File: src/rtl/multi_timer.sv
// multi_timer: N_CH independent programmable interval timers with periodic or
// one-shot mode, pause via en, sticky irq with acknowledge, and a per-terminal
// expire pulse.
// Optional build macro MULTI_TIMER_PRESCALE_EN adds a shared prescaler so each
// channel advances once every PRESCALE clocks instead of every clock.
module multi_timer #(
  parameter int N_CH     = 4,
  parameter int WIDTH    = 32,
  parameter int PRESCALE = 50,
  localparam int CH_W    = (N_CH > 1) ? $clog2(N_CH) : 1
) (
  input  logic              clk,
  input  logic              reset_n,
  input  logic              load_we,
  input  logic [CH_W-1:0]   load_ch,
  input  logic [WIDTH-1:0]  load_val,
  input  logic [N_CH-1:0]   en,
  input  logic [N_CH-1:0]   mode,
  input  logic [N_CH-1:0]   irq_ack,
  output logic [N_CH-1:0]   expire,
  output logic [N_CH-1:0]   irq,
  output logic [N_CH-1:0]   running,
  output logic              irq_any
);

  // Elaboration-time parameter sanity checks.
  if (N_CH < 1 || N_CH > 16) begin : g_bad_nch
    $error("multi_timer: N_CH must be in 1..16");
  end
  if (PRESCALE < 1) begin : g_bad_prescale
    $error("multi_timer: PRESCALE must be at least 1");
  end

  logic [WIDTH-1:0] div [N_CH];
  logic [WIDTH-1:0] acc [N_CH];
  logic [N_CH-1:0]  done;
  logic             tick;
  logic [N_CH-1:0]  load_hit;
  logic [N_CH-1:0]  counting;
  logic [N_CH-1:0]  terminal;

`ifdef MULTI_TIMER_PRESCALE_EN
  localparam int PS_W = (PRESCALE > 1) ? $clog2(PRESCALE) : 1;
  localparam logic [PS_W-1:0] PS_LAST = PS_W'(PRESCALE - 1);

  logic [PS_W-1:0] pre;

  // Shared free-running prescaler; loads never disturb its phase.
  always_ff @(posedge clk) begin
    if (!reset_n) begin
      pre <= '0;
    end else if (pre == PS_LAST) begin
      pre <= '0;
    end else begin
      pre <= pre + PS_W'(1);
    end
  end

  assign tick = (pre == PS_LAST);
`else
  assign tick = 1'b1;
`endif

  // Per-channel write decode and terminal-count detection.
  always_comb begin
    load_hit = '0;
    counting = '0;
    terminal = '0;
    for (int c = 0; c < N_CH; c++) begin
      // Out-of-range channel indices match no channel and are dropped.
      load_hit[c] = load_we && (load_ch == CH_W'(c));
      counting[c] = en[c] & tick & ~done[c];
      terminal[c] = counting[c] && (acc[c] == div[c]);
    end
  end

  // Channel state: load beats terminal, terminal beats plain counting.
  always_ff @(posedge clk) begin
    if (!reset_n) begin
      for (int c = 0; c < N_CH; c++) begin
        div[c] <= '0;
        acc[c] <= '0;
      end
      done   <= '0;
      irq    <= '0;
      expire <= '0;
    end else begin
      for (int c = 0; c < N_CH; c++) begin
        // A load in the terminal cycle swallows that cycle's expire and irq set;
        // a simultaneous set and ack leaves irq high.
        expire[c] <= terminal[c] & ~load_hit[c];
        irq[c]    <= (terminal[c] & ~load_hit[c]) | (irq[c] & ~irq_ack[c]);
        if (load_hit[c]) begin
          div[c]  <= load_val;
          acc[c]  <= '0;
          done[c] <= 1'b0;
        end else if (terminal[c]) begin
          acc[c] <= '0;
          if (mode[c]) begin
            done[c] <= 1'b1;
          end
        end else if (counting[c]) begin
          acc[c] <= acc[c] + WIDTH'(1);
        end
      end
    end
  end

  assign running = en & ~done;
  assign irq_any = |irq;

endmodule

File: config.mk
export PLATFORM = sky130hd
export DESIGN_NAME = multi_timer
export DESIGN_NICKNAME = d
export VERILOG_FILES = /design/src/rtl/multi_timer.sv
export SDC_FILE = /design/constraint.sdc
export NUM_CORES = 1
export LEC_CHECK = 0
export ABC_AREA = 1
export BUFFER_PORTS_ARGS = -buffer_cell sky130_fd_sc_hd__buf_2
export CELL_PAD_IN_SITES_DETAIL_PLACEMENT = 2
export CELL_PAD_IN_SITES_GLOBAL_PLACEMENT = 2
export CORE_ASPECT_RATIO = 1.4
export CORE_MARGIN = 2
export CORE_UTILIZATION = 34
export DETAILED_ROUTE_END_ITERATION = 16
export PLACE_DENSITY = 0.77
export SLEW_MARGIN = 20
export SYNTH_ARGS = -nofsm -noshare
export SYNTH_HDL_FRONTEND = slang
export SYNTH_SLANG_ARGS = --single-unit
File: constraint.sdc
create_clock -name clk -period 2.9 [get_ports clk]
set_clock_uncertainty 0.1 [all_clocks]
set_input_delay 0.58 -clock clk [delete_from_list [all_inputs] [get_ports clk]]
set_output_delay 0.58 -clock clk [all_outputs]
set_load 0.05 [all_outputs]
After elaboration in Yosys (flattened, before gate mapping):

Memory sizes are Yosys's and may differ from the RTL's.
Index checks and enable logic that the tools add are counted.

* bits in latches: 0
* register bits: 12
* memories kept: 2
* memory bits (read-only): 0
* RAM bits: 256

Memories
* acc: depth 4, width 32, read ports 4, clocked after memory_dff 0, wr ports 4, line 35 `logic [WIDTH-1:0] acc [N_CH];`
* div: depth 4, width 32, read ports 4, clocked after memory_dff 0, wr ports 4, line 34 `logic [WIDTH-1:0] div [N_CH];`

* magnitude comparators: 0
* reduce and logical (&&, ||, !) cells: 18
* multiply operators: 0
* divide/modulo/power cells: 0
* add/sub/neg operators: 4
* multiplexer cells: 65
* bitwise gates (word level): 47
* shift-type cells: 0
* equality and inequality tests: 7

Operators with widths (number)
* $mux 32: 16
* $add 32x1->32 const B: 4
* $eq 32x32->1: 4
* $mux 1: 49
* $or 1x1->1: 20
* $not 1->1: 13
* $and 1x1->1: 12
* $logic_and 1x1->1: 8
* $reduce_and 2->1: 4
* $reduce_or 2->1: 4
* $and 4x4->4: 1
* $eq 2x2->1 const B: 2
* $not 4->4: 1
* $reduce_or 4->1: 1
* $eq 2x1->1 const B: 1
* $logic_not 2->1: 1

Depth between registers and ports, before layout:

* depth after elaboration: 9
* gate-level depth with buffers: 12
* gate-level depth less buffers: 11

Worst setup path after synthesis:

Ideal clock, no wire load.

* kind: in2reg
* from: in load_we
* to: mem acc[0][0], enable pin
* path slack: -99 ps
* path buffers: 1
* required time: 2411 ps
* cell stages on the path: 5
* data arrival time: 2510 ps
* library setup time: 389 ps
* cell sequence: clkbuf_1 nand3_1 nand2_1 inv_1 nand2_1

RTL lines
* start, declared: line 14 `input logic load_we,`
* end, declared: line 35

Worst setup path in the final report:

* from: reg irq[0]
* to: out irq_any

* longest elaborated chain between the ends: 1

RTL lines
* start, declared: line 21 `output logic [N_CH-1:0] irq,`
* start signal, assigned by index: line 92 `irq[c] <= (terminal[c] & ~load_hit[c]) | (irq[c] & ~irq_ack[c]);`
* $reduce_or 4->1: line 110 `assign irq_any = |irq;`
* end, declared: line 23 `output logic irq_any`

Every way passes these cells.

==> metrics <==
Worst setup SP type=flop; Nets=2081; vias in the first global route=14400; top cell type's share of synthesized area=50.1%; Worst Hold Class=in -> reg; DRC=0; number of max-cap violations=0; initial drt markers=758; sequential power share=49.8%; grt ovf=0; post-route setup slack=0.318 ns; Ports=62; R2R setup slack=0.40 ns; Psw=2.62 mW; crit share post-route=89.0%; largest net degree at the start of global routing=33; RSZ-0062 raised after global routing=false; YS warnings=0; count leader, synth=nand2_1; Clock Path Buffers=3; Max FO, Critical Path=3; CTS tree=yes; first-pass GRT wire length=85500 um; min cycle time layout=2.58 ns; Die Footprint=0.0469 mm^2; Final setup violation count=0; Final Max Tran Viols=0; Area growth, synth to finish=13.1%; worst r2r src=acc[1][9]; clock root buffer=clkbuf_16; final-report hold violation count=0; reg2reg end=acc[1][3]; clock slew at reported path FFs=0.06 ns; number of flops mapped to enable cells by yosys=256; initial antenna violation count=3; Initial DRT Pass Iterations=5; FP Rows=92; post-route design area=0.0173 mm^2; most used flip-flop cell after synthesis=edfxtp_1; Pint=7.05 mW; sw frac=27.1%; Hold EP=irq[1]; Mean Syn Cell Area=7.89 um^2; H-tree depth=1; Worst-Skew Late Latency=0.58 ns; Post-CTS Repair Setup Buffers=0; Max-slew headroom=51.9%; Placement Cell Area=0.0164 mm^2; Fillers=5180; Post-Syn Instances=1945; pre-CTS WS=0.408 ns; Max Clock Freq=0.387 GHz; Clock power frac=40.4%; Initial Util=34.3%; antenna viol nets, final=0; WP data required=2.22 ns; Die W=184 um; hold buffer count at cts=0; hold_sp=irq_ack[1]; syn nets=1998; PD cells=558 mW/mm^2; Post-Route WL=55500 um; Die Span Y=255 um; worst-margin pin slew=0.720 ns; DR WL/cell=21.2 um; Post-synth ARST share=0%; crit path capture type=primary output; Comb pwr share=9.8%; Num CTS Buffers=30; synth unique cells=26; clock sinks=268; via count=13000; R2R depth=11; gr usage total=24.2%; Crit Path Category=reg -> out; vias per cell=4.97; gpl congestion=0.863; leading area contributor after synthesis=edfxtp_1; Hold Path Stages=3; status=completed; Core Footprint=0.0448 mm^2; Post-synth top cells=nand2_1 (595), nor2_1 (429), inv_1 (312); Pleak=7.04 nW; Final HPWL DP=42900 um; synth top area cells=edfxtp_1 (50%), nand2_1 (15%), nor2_1 (10%); setup TNS=0 ns; peak supply drop=0.000452 V; Resize count post-CTS=0; Yosys reg bits=268; crit path DAT=1.90 ns; share of layout cells above drive strength 1=7.55%; sequential element share of the synthesized area=51.7%; area of the mapped netlist=0.0153 mm^2; port bufs=61
## power groups by stage
stage,Clock (mW),Sequential (mW),Combinational (mW)
after global placement,0,4.89,0.885
final,3.91,4.82,0.945
after detailed placement,0,4.90,0.945
after floorplan,0,4.76,0.629
after global routing,4.10,4.86,1.07
after CTS,3.97,4.83,0.961
## cells by family (layout without fill, tap and decap cells)
logic type / after synthesis / in the layout / synth area share, %
AO/OA/AOI/OAI: 7 / 7 / 0.228
flip-flops: 268 / 268 / 51.7
XOR/XNOR: 130 / 130 / 7.42
AND/OR/NAND/NOR: 1193 / 1193 / 31.7
adder cells (fa/ha/maj): 4 / 4 / 0.326
other: 0 / 1 / 0
buffers and inverters: 343 / 450 / 8.67
## state kept, by name (all words and copies together), names as in the netlist
signal / count
expire: 4
done: 4
div: 128
irq: 4
acc: 128
## critical path: stages (launching register included)
cell	delay, ns
dfxtp_1	0.42
or4_1	0.64
buf_2	0.26
## per-stage QoR
step	cells	hold slack, ns	util [%]	power (mW)
2_1_floorplan	1945	0.327	-	5.39
3_3_place_gp	2560	0.347	36.5	5.77
3_5_place_dp	2560	0.360	36.5	5.85
4_1_cts	2616	0.164	38.7	9.76
5_1_grt	2616	0.180	38.7	10.0
6_report	2617	0.180	38.7	9.67
## worst max path at each step
stage	start	to	slack [ns]
after floorplan	load_we	acc[0][0]	0.17
after global placement	acc[1][21]	acc[1][15]	0.57
after detailed placement	acc[3][30]	acc[3][14]	0.41
after CTS	irq[0]	irq_any	0.33
after global routing	acc[1][9]	acc[1][18]	0.18
final	irq[0]	irq_any	0.32
## per-layer routing
layer  vias up  GRT usage [%]  part of all wire (%)
met5         -              0                 0.049
met4         4           10.6                   4.9
met3       102           2.81                   3.6
met2       237           45.8                    54
met1      6480           26.7                    38
li1       6183              -                     -
## layout make-up
class / count / area, um^2 / share of cell area, %
Sequential cell: 268 / 7930 / 45.7
Multi-Input combinational cell: 1334 / 6090 / 35.1
Inverter: 314 / 1180 / 6.80
Clock buffer: 43 / 861 / 4.96
Tap cell: 564 / 706 / 4.07
Timing Repair Buffer: 80 / 460 / 2.65
Clock inverter: 13 / 116 / 0.671
Antenna cell: 1 / 2.50 / 0.0144
## placed cells by master, fill, tap and decap left out, types with 8 or more instances in the layout
cell type  Yosys  final
buf_2          6     61
buf_4          9     18
clkbuf_1      13      8
clkbuf_16      0     31
dfxtp_1       12     12
edfxtp_1     256    256
inv_1        312    312
nand2_1      595    591
nand3_1       53     53
nand3b_1      12     12
nand4_1       32     32
nor2_1       429    429
nor3_1        44     44
nor3_2         9      9
xnor2_1       67     67
xor2_1        63     63
No activity file was read; power rests on OpenSTA's default activity.
